<file path="config.mk">
export PLATFORM = sky130hd
export DESIGN_NAME = data_mem_sized
export DESIGN_NICKNAME = d
export VERILOG_FILES = /design/src/rtl/data_mem_sized_pkg.sv /design/src/rtl/dmem_bank16.sv /design/src/rtl/data_mem_sized.sv
export SDC_FILE = /design/constraint.sdc
export NUM_CORES = 2
export LEC_CHECK = 0
export CORE_UTILIZATION = 35
export DETAILED_ROUTE_END_ITERATION = 12
export PLACE_DENSITY = 0.56
export SYNTH_ARGS = -nofsm -noshare
export SYNTH_HDL_FRONTEND = slang
export SYNTH_SLANG_ARGS = --single-unit
</file>
<file path="constraint.sdc">
create_clock -name clk -period 19 [get_ports clk]
set_input_delay 1.9 -clock clk [delete_from_list [all_inputs] [get_ports clk]]
set_output_delay 1.9 -clock clk [all_outputs]
set_load 0.1 [all_outputs]
</file>
<file path="src/rtl/data_mem_sized_pkg.sv">
// ============================================================================
// Module      : data_mem_sized_pkg
// Description : Shared access-size encodings and FSM state type for the
//               sized data memory.
// Revision    : 1.0 - initial release
// ============================================================================
`default_nettype none

package data_mem_sized_pkg;

  localparam logic [1:0] SZ_BYTE = 2'b00;
  localparam logic [1:0] SZ_HALF = 2'b01;
  localparam logic [1:0] SZ_WORD = 2'b10;
  localparam logic [1:0] SZ_RSVD = 2'b11;

  typedef enum logic [1:0] {
    IDLE    = 2'd0,
    WORD_HI = 2'd1,
    RESP    = 2'd2
  } state_t;

endpackage

`default_nettype wire

</file>
<file path="src/rtl/dmem_bank16.sv">
// ============================================================================
// Module      : dmem_bank16
// Description : Single-port 16-bit storage with two byte-lane write enables
//               and synchronous read (read returns pre-write contents).
// Revision    : 1.0 - initial release
// ============================================================================
`default_nettype none

module dmem_bank16 #(
  parameter int DEPTH  = 256,
  parameter int ADDR_W = (DEPTH > 1) ? $clog2(DEPTH) : 1
) (
  input  logic              clk,
  input  logic              en,
  input  logic [1:0]        we,
  input  logic [ADDR_W-1:0] addr,
  input  logic [15:0]       wdata,
  output logic [15:0]       rdata
);

  logic [15:0] r_mem [DEPTH];
  logic [15:0] r_rdata;

  always_ff @(posedge clk) begin
    if (en) begin
      if (we[0]) r_mem[addr][7:0]  <= wdata[7:0];
      if (we[1]) r_mem[addr][15:8] <= wdata[15:8];
      r_rdata <= r_mem[addr];
    end
  end

  assign rdata = r_rdata;

endmodule

`default_nettype wire

</file>
<file path="src/rtl/data_mem_sized.sv">
// ============================================================================
// Module      : data_mem_sized
// Description : Byte/halfword/word data memory over a 16-bit single-port bank.
//               Define DMEM_ALIGN_CHECK_EN to reject misaligned half/word.
// Revision    : 1.0 - initial release
// ============================================================================
`default_nettype none

module data_mem_sized
  import data_mem_sized_pkg::*;
#(
  parameter int DEPTH  = 256,
  parameter int ADDR_W = 32
) (
  input  logic              clk,
  input  logic              rst_n,
  input  logic              req,
  input  logic              we,
  input  logic [1:0]        size,
  input  logic              uns,
  input  logic [ADDR_W-1:0] addr,
  input  logic [31:0]       wdata,
  output logic              ready,
  output logic              rvalid,
  output logic [31:0]       rdata,
  output logic              err
);

  localparam int c_idx_w = (DEPTH > 1) ? $clog2(DEPTH) : 1;

  state_t               r_state;
  logic                 r_we;
  logic                 r_uns;
  logic                 r_lane;
  logic                 r_err_cur;
  logic [1:0]           r_size;
  logic [c_idx_w-1:0]   r_idx;
  logic [15:0]          r_wdata_hi;
  logic [15:0]          r_lo;
  logic [31:0]          r_rdata_hold;
  logic                 r_err_hold;

  logic                 w_accept;
  logic                 w_reject;
  logic                 w_lane;
  logic [c_idx_w-1:0]   w_idx;
  logic                 w_bank_en;
  logic [1:0]           w_bank_we;
  logic [c_idx_w-1:0]   w_bank_addr;
  logic [15:0]          w_bank_wdata;
  logic [15:0]          w_bank_rdata;
  logic [7:0]           w_byte;
  logic [31:0]          w_resp;

  assign ready    = (r_state != WORD_HI);
  assign w_accept = req & ready;

`ifdef DMEM_ALIGN_CHECK_EN
  assign w_reject = (size == SZ_RSVD) | ((size != SZ_BYTE) & addr[0]);
`else
  assign w_reject = (size == SZ_RSVD);
`endif

  // Half/word accesses always start on lane 0, which drops addr[0].
  assign w_lane = (size == SZ_BYTE) & addr[0];
  assign w_idx  = addr[c_idx_w:1];

  always_comb begin
    w_bank_en    = 1'b0;
    w_bank_we    = 2'b00;
    w_bank_addr  = w_idx;
    w_bank_wdata = wdata[15:0];
    if (r_state == WORD_HI) begin
      // Gated by rst_n so an aborted word store leaves the high entry intact.
      w_bank_en    = rst_n;
      w_bank_addr  = r_idx + c_idx_w'(1);
      w_bank_we    = {2{r_we & rst_n}};
      w_bank_wdata = r_wdata_hi;
    end else if (w_accept && !w_reject && rst_n) begin
      w_bank_en = 1'b1;
      if (we) begin
        if (size == SZ_BYTE) begin
          w_bank_we    = w_lane ? 2'b10 : 2'b01;
          w_bank_wdata = {2{wdata[7:0]}};
        end else begin
          w_bank_we = 2'b11;
        end
      end
    end
  end

  dmem_bank16 #(
    .DEPTH  (DEPTH),
    .ADDR_W (c_idx_w)
  ) u_bank (
    .clk   (clk),
    .en    (w_bank_en),
    .we    (w_bank_we),
    .addr  (w_bank_addr),
    .wdata (w_bank_wdata),
    .rdata (w_bank_rdata)
  );

  always_comb begin
    w_byte = r_lane ? w_bank_rdata[15:8] : w_bank_rdata[7:0];
    case (r_size)
      SZ_BYTE: w_resp = r_uns ? {24'd0, w_byte} : {{24{w_byte[7]}}, w_byte};
      SZ_HALF: w_resp = r_uns ? {16'd0, w_bank_rdata}
                              : {{16{w_bank_rdata[15]}}, w_bank_rdata};
      default: w_resp = {w_bank_rdata, r_lo};
    endcase
    if (r_we || r_err_cur) w_resp = 32'd0;
  end

  assign rvalid = (r_state == RESP);
  assign rdata  = rvalid ? w_resp    : r_rdata_hold;
  assign err    = rvalid ? r_err_cur : r_err_hold;

  always_ff @(posedge clk) begin
    if (!rst_n) begin
      r_state      <= IDLE;
      r_err_cur    <= 1'b0;
      r_rdata_hold <= 32'd0;
      r_err_hold   <= 1'b0;
    end else begin
      if (r_state == RESP) begin
        r_rdata_hold <= w_resp;
        r_err_hold   <= r_err_cur;
      end
      if (r_state == WORD_HI) begin
        r_lo    <= w_bank_rdata;
        r_state <= RESP;
      end else if (w_accept) begin
        r_we       <= we;
        r_uns      <= uns;
        r_size     <= size;
        r_lane     <= w_lane;
        r_idx      <= w_idx;
        r_wdata_hi <= wdata[31:16];
        r_err_cur  <= w_reject;
        r_state    <= (size == SZ_WORD && !w_reject) ? WORD_HI : RESP;
      end else begin
        r_state <= IDLE;
      end
    end
  end

endmodule

`default_nettype wire

</file>
# Word level (Yosys, flattened, before mapping)
# Memories as Yosys holds them, arrays and structs flattened. A register that Yosys moved wholly into a read port is not among the register bits.
# Index checks and enable logic that the tools add are counted.
# totals
reg_bits	81
latchBits	0
mem_bits_rw	4096
mem_bits_ro	0
output_inout_bits	35
mem_count	1
# classes
n_addsub	1
n_mul	0
n_div	0
n_lt_le_gt_ge	0
n_eq_ne	6
shift	0
muxes	28
n_bitwise	6
reduce_logical	11
# memory_table
memory	words	width	read_ports	rd_clocked_by_memory_dff	wr	line_no	rtl
u_bank.r_mem	256	16	1	1	1	dmem_bank16.sv:21	logic [15:0] r_mem [DEPTH];
# op_table
cell	count
$mux 32	4
$mux 16	4
$pmux 32 s2	1
$mux 2	8
$mux 8	2
$mux 1	9
$add 8x1->8 const B	1
$eq 2x2->1 const B	3
$eq 2x1->1 const B	2
$logic_not 2->1	2
$reduce_and 2->1	2
$and 1x1->1	3
$logic_and 1x1->1	3
$not 1->1	3
$reduce_and 3->1	1
$reduce_or 3->1	1
$ne 2x1->1 const B	1
$logic_not 1->1	1
$logic_or 1x1->1	1

# Depth between registers and ports, before layout
# logic_depth
word_depth	10
depth_mapped	13

# By module
# A second synthesis with hierarchy kept.
# unflattened
cells_unflattened	7404
area_unflattened_um2	160527.7
# by_module_without_submodules
module	n_inst	cells_each	area_per_inst_um2	seq_area_each_um2
dmem_bank16	1	7036	156854.2	123478.4
data_mem_sized	1	368	3673.5	2072.0

# Worst setup path before layout
# Ideal clock, no wire load.
# synth_timing
path_kind	input -> register
from	input port size[1]
to	memory u_bank.r_mem[0][10] (data pin)
setup_ps	2188
arrival_time_ps	12706
setup_slack_ps	4106
stages	4
path_buffers	1
path_cell_list	clkbuf_1 nor3_2 mux2i_1 o21ai_0
# synth_via
elab_chain_cells	6
# synth_lines
item	line_no	rtl
from (decl)	data_mem_sized.sv:19	input logic [1:0] size,
$eq 2x2->1	data_mem_sized.sv:61	assign w_reject = (size == SZ_RSVD);
$logic_not 1->1	data_mem_sized.sv:79	end else if (w_accept && !w_reject && rst_n) begin
$logic_and 1x1->1 (2 in a row)	data_mem_sized.sv:79	
$mux 16 *	data_mem_sized.sv:79	
$mux 16 *	data_mem_sized.sv:73	if (r_state == WORD_HI) begin
named net u_bank.wdata[10]	dmem_bank16.sv:17	input logic [15:0] wdata,
to (decl)	dmem_bank16.sv:21	
# The timed path passes the listed nets; every way through them passes the cells marked *.

# Worst setup path in the final report
# layout_timing
from	input port addr[1]
to	register u_bank.r_rdata[5] (netlist: u_bank.rdata[5]), read port of u_bank.r_mem (data pin)
# layout_via
elab_chain_cells	1
# layout_lines
item	line_no	rtl
from (decl)	data_mem_sized.sv:21	input logic [ADDR_W-1:0] addr,
$mux 8	data_mem_sized.sv:73	
to (decl)	dmem_bank16.sv:22	logic [15:0] r_rdata;
# Every way passes these cells.
# A chain may end at the register's enable or synchronous reset.

==> flow_metrics.tcl <==
set metrics [dict create \
    fillers 39800 \
    drive_gt1_share_pct 8.63 \
    start_util_pct 35.2 \
    htree_levels 5 \
    grt_pass1_wl_mm 598 \
    wl_mm 417 \
    power_density_nw_per_um2 108 \
    hold_viol 0 \
    vias 88000 \
    critPathRequiredTime_ns 19.63 \
    synth_area_sq_um 157000 \
    io_pins 106 \
    die_w_um 671 \
    final_common_cell "edfxtp_1" \
    setup_tns_ns 0 \
    fin_crit_sh_pct 39.7 \
    ir_drop_uv 79.2 \
    fmax_ghz 0.132 \
    syn_avg_cell_area_sq_um 16.6 \
    portBuffers 82 \
    cts_root_buf "clkbuf_16" \
    gp_congestion 0.813 \
    status "finished, final reports clean" \
    num_rows 245 \
    grt.overflow.total 0 \
    die_area_sq_um 450000 \
    final_cell_mix "edfxtp_1, a22oi_1, nand3_1, nor2_1, nand2_1" \
    power_leakage_nw 52.7 \
    maxCapViolations 0 \
    period_needed_ns 7.55 \
    yosysSeqAreaShare_pct 80.1 \
    synth_cell_types 53 \
    finClkSkew_ns 0.0534 \
    clk_pin_slew_ns 0.06 \
    antenna_found_initial 12 \
    cts_hold_buffers 0 \
    post_cts_resized 0 \
    setup_viol 0 \
    grt_setup_unrepaired "no" \
    cp_data_arrival_time_ns 8.18 \
    ys_async_sr_fraction_pct 0 \
    synth_seq_cells 4193 \
    syn2layout_area_growth_pct 12.7 \
    first_global_vias 86900 \
    worstPathMaxFanout 82 \
    postRouteAntennaNets 0 \
    grt_max_degree 194 \
    drt_iter0_markers 9979 \
    dp_hpwl_mm 233 \
    slew_violations 0 \
    core_area_sq_um 445000 \
    cp-end-kind "flop" \
    postCtsSetupBuffers 0 \
    clock_path_buffers 4 \
    layout.nets 9441 \
    pre_cts_ws_ns 10.63 \
    crit_type "in -> reg" \
    clock_latency_ns 0.97 \
    ys_warn_count 0 \
    synth_flop_cell "edfxtp_1" \
    hold_path_class "reg -> reg" \
    worst_pin_slew_ns 1.42 \
    utilization_pct 39.6 \
    start_kind "input pin" \
    synth_area_leaders "edfxtp_1, a22oi_1, a221oi_1" \
    yosysTopAreaCell "edfxtp_1" \
    grt_usage_pct 17.8 \
    drc 0 \
    synth-edff-count 4157 \
    setup_slack_ns 11.45 \
    synth_top_area_share_pct 79.6 \
    cts_buffers 400 \
    max_slew_margin_pct 4.41 \
    syn_inst 9425 \
    wl_per_cell_um 26.7 \
    cts_tree "done" \
    avgViaCountPerCell 5.63 \
    firstDrtPassIters 6 \
    fp.dieH_um 671 \
    synth_nets 9497 \
    cts_num_sinks 4193 \
]
==> synth_stat cells (3+ instances only) <==
library cell and n:
nand4_1 3, nand3_1 579, buf_6 8, a31o_2 3, xnor2_1 3, edfxtp_1 4157, a2111oi_0 32, dfxtp_1 36
buf_1 79, nand2_1 544, o21ai_0 52, a32o_1 16, a22oi_1 1537, buf_2 221, o41ai_1 64, nor2b_1 3
inv_1 5, nor4_1 208, and2_1 35, nand2b_1 3, buf_4 36, a221oi_1 464, nor3_1 20, a21oi_1 270
a22o_1 58, nor2_1 553, mux2i_1 17, clkbuf_1 390
==> worst max-delay path, stage by stage <==
cell and delay (ns):
clkdlybuf4s50_1 0.64, nor2b_1 0.26, mux2_8 0.64, buf_4 0.70, buf_4 0.76, buf_4 0.84, a22oi_1 0.19, nand3_1 0.15
a21oi_1 0.11, o41ai_1 0.69, nor4_1 0.31, nor4_1 0.82
==> stage by stage <==
step           area, sq um  power [mW]  hold slack [ns]  cells
6_report            177000        19.1            0.493  15600
5_1_grt             177000        19.6            0.514  15600
2_1_floorplan       157000        11.2            0.451   9425
3_5_place_dp        164000        11.6            0.487  14900
4_1_cts             177000        19.2            0.496  15600
3_3_place_gp        164000        11.5            0.486  14900
==> power by group <==
group,total [mW],internal [mW],switching [mW]
registers,10.3,10.2,0.0134
logic,1.11,0.253,0.854
clock network,7.73,4.33,3.40
total,19.1,14.8,4.27
==> cells by family after synthesis <==
| group | count (synthesis) | share of synthesized area, % |
|---|---|---|
| fa+ha+maj | 1 | 0.00798 |
| xor+xnor | 4 | 0.0224 |
| mux | 21 | 0.146 |
| buf+inv | 741 | 2.08 |
| compound gates | 2509 | 12.0 |
| simple gates | 1956 | 5.59 |
| flops | 4193 | 80.1 |
==> path summary, 6_finish.rpt <==
| check | cells after the start | to | from | slack [ns] |
|---|---|---|---|---|
| max | 12 | u_bank.rdata[5]$_DFFE_PP_ | addr[1] | 11.45 |
| min | 2 | r_err_cur$_SDFFE_PN0P_ | r_err_cur$_SDFFE_PN0P_ | 0.49 |
| max reg2reg | 12 | u_bank.rdata[5]$_DFFE_PP_ | r_idx[0]$_DFFE_PP_ | 12.23 |
| min reg2reg | 2 | r_err_cur$_SDFFE_PN0P_ | r_err_cur$_SDFFE_PN0P_ | 0.49 |
==> sequential cells by signal, summed over array words and instances (netlist names), 2 cells and up <==
name and cells:
r_wdata_hi 16, r_lo 16, u_bank.rdata 16, r_idx 8, r_rdata_hold 32, u_bank.r_mem 4096, r_state 2, r_size 2
==> per-layer routing <==
metal / wire (um) / GRT usage, % / part of all wire, %
met1: 175000 / 24.6 / 42
met2: 196000 / 28.6 / 47
met3: 34100 / 3.32 / 8.2
met4: 12000 / 5.26 / 2.9
met5: 0 / 0 / 0
==> area by class of cell <==
cell class / count / area [sq um] / area share (%)
sequential: 4193 / 126000 / 71.1
timing repair buffer: 277 / 2520 / 1.43
inverter: 6 / 25.0 / 0.0142
clock inverter: 233 / 2210 / 1.25
multi-input combinational: 4491 / 28300 / 16.0
antenna: 5 / 12.5 / 0.00709
tap: 5928 / 7420 / 4.20
clock buffer: 498 / 10500 / 5.95
Power figures use the tool's default switching activity.
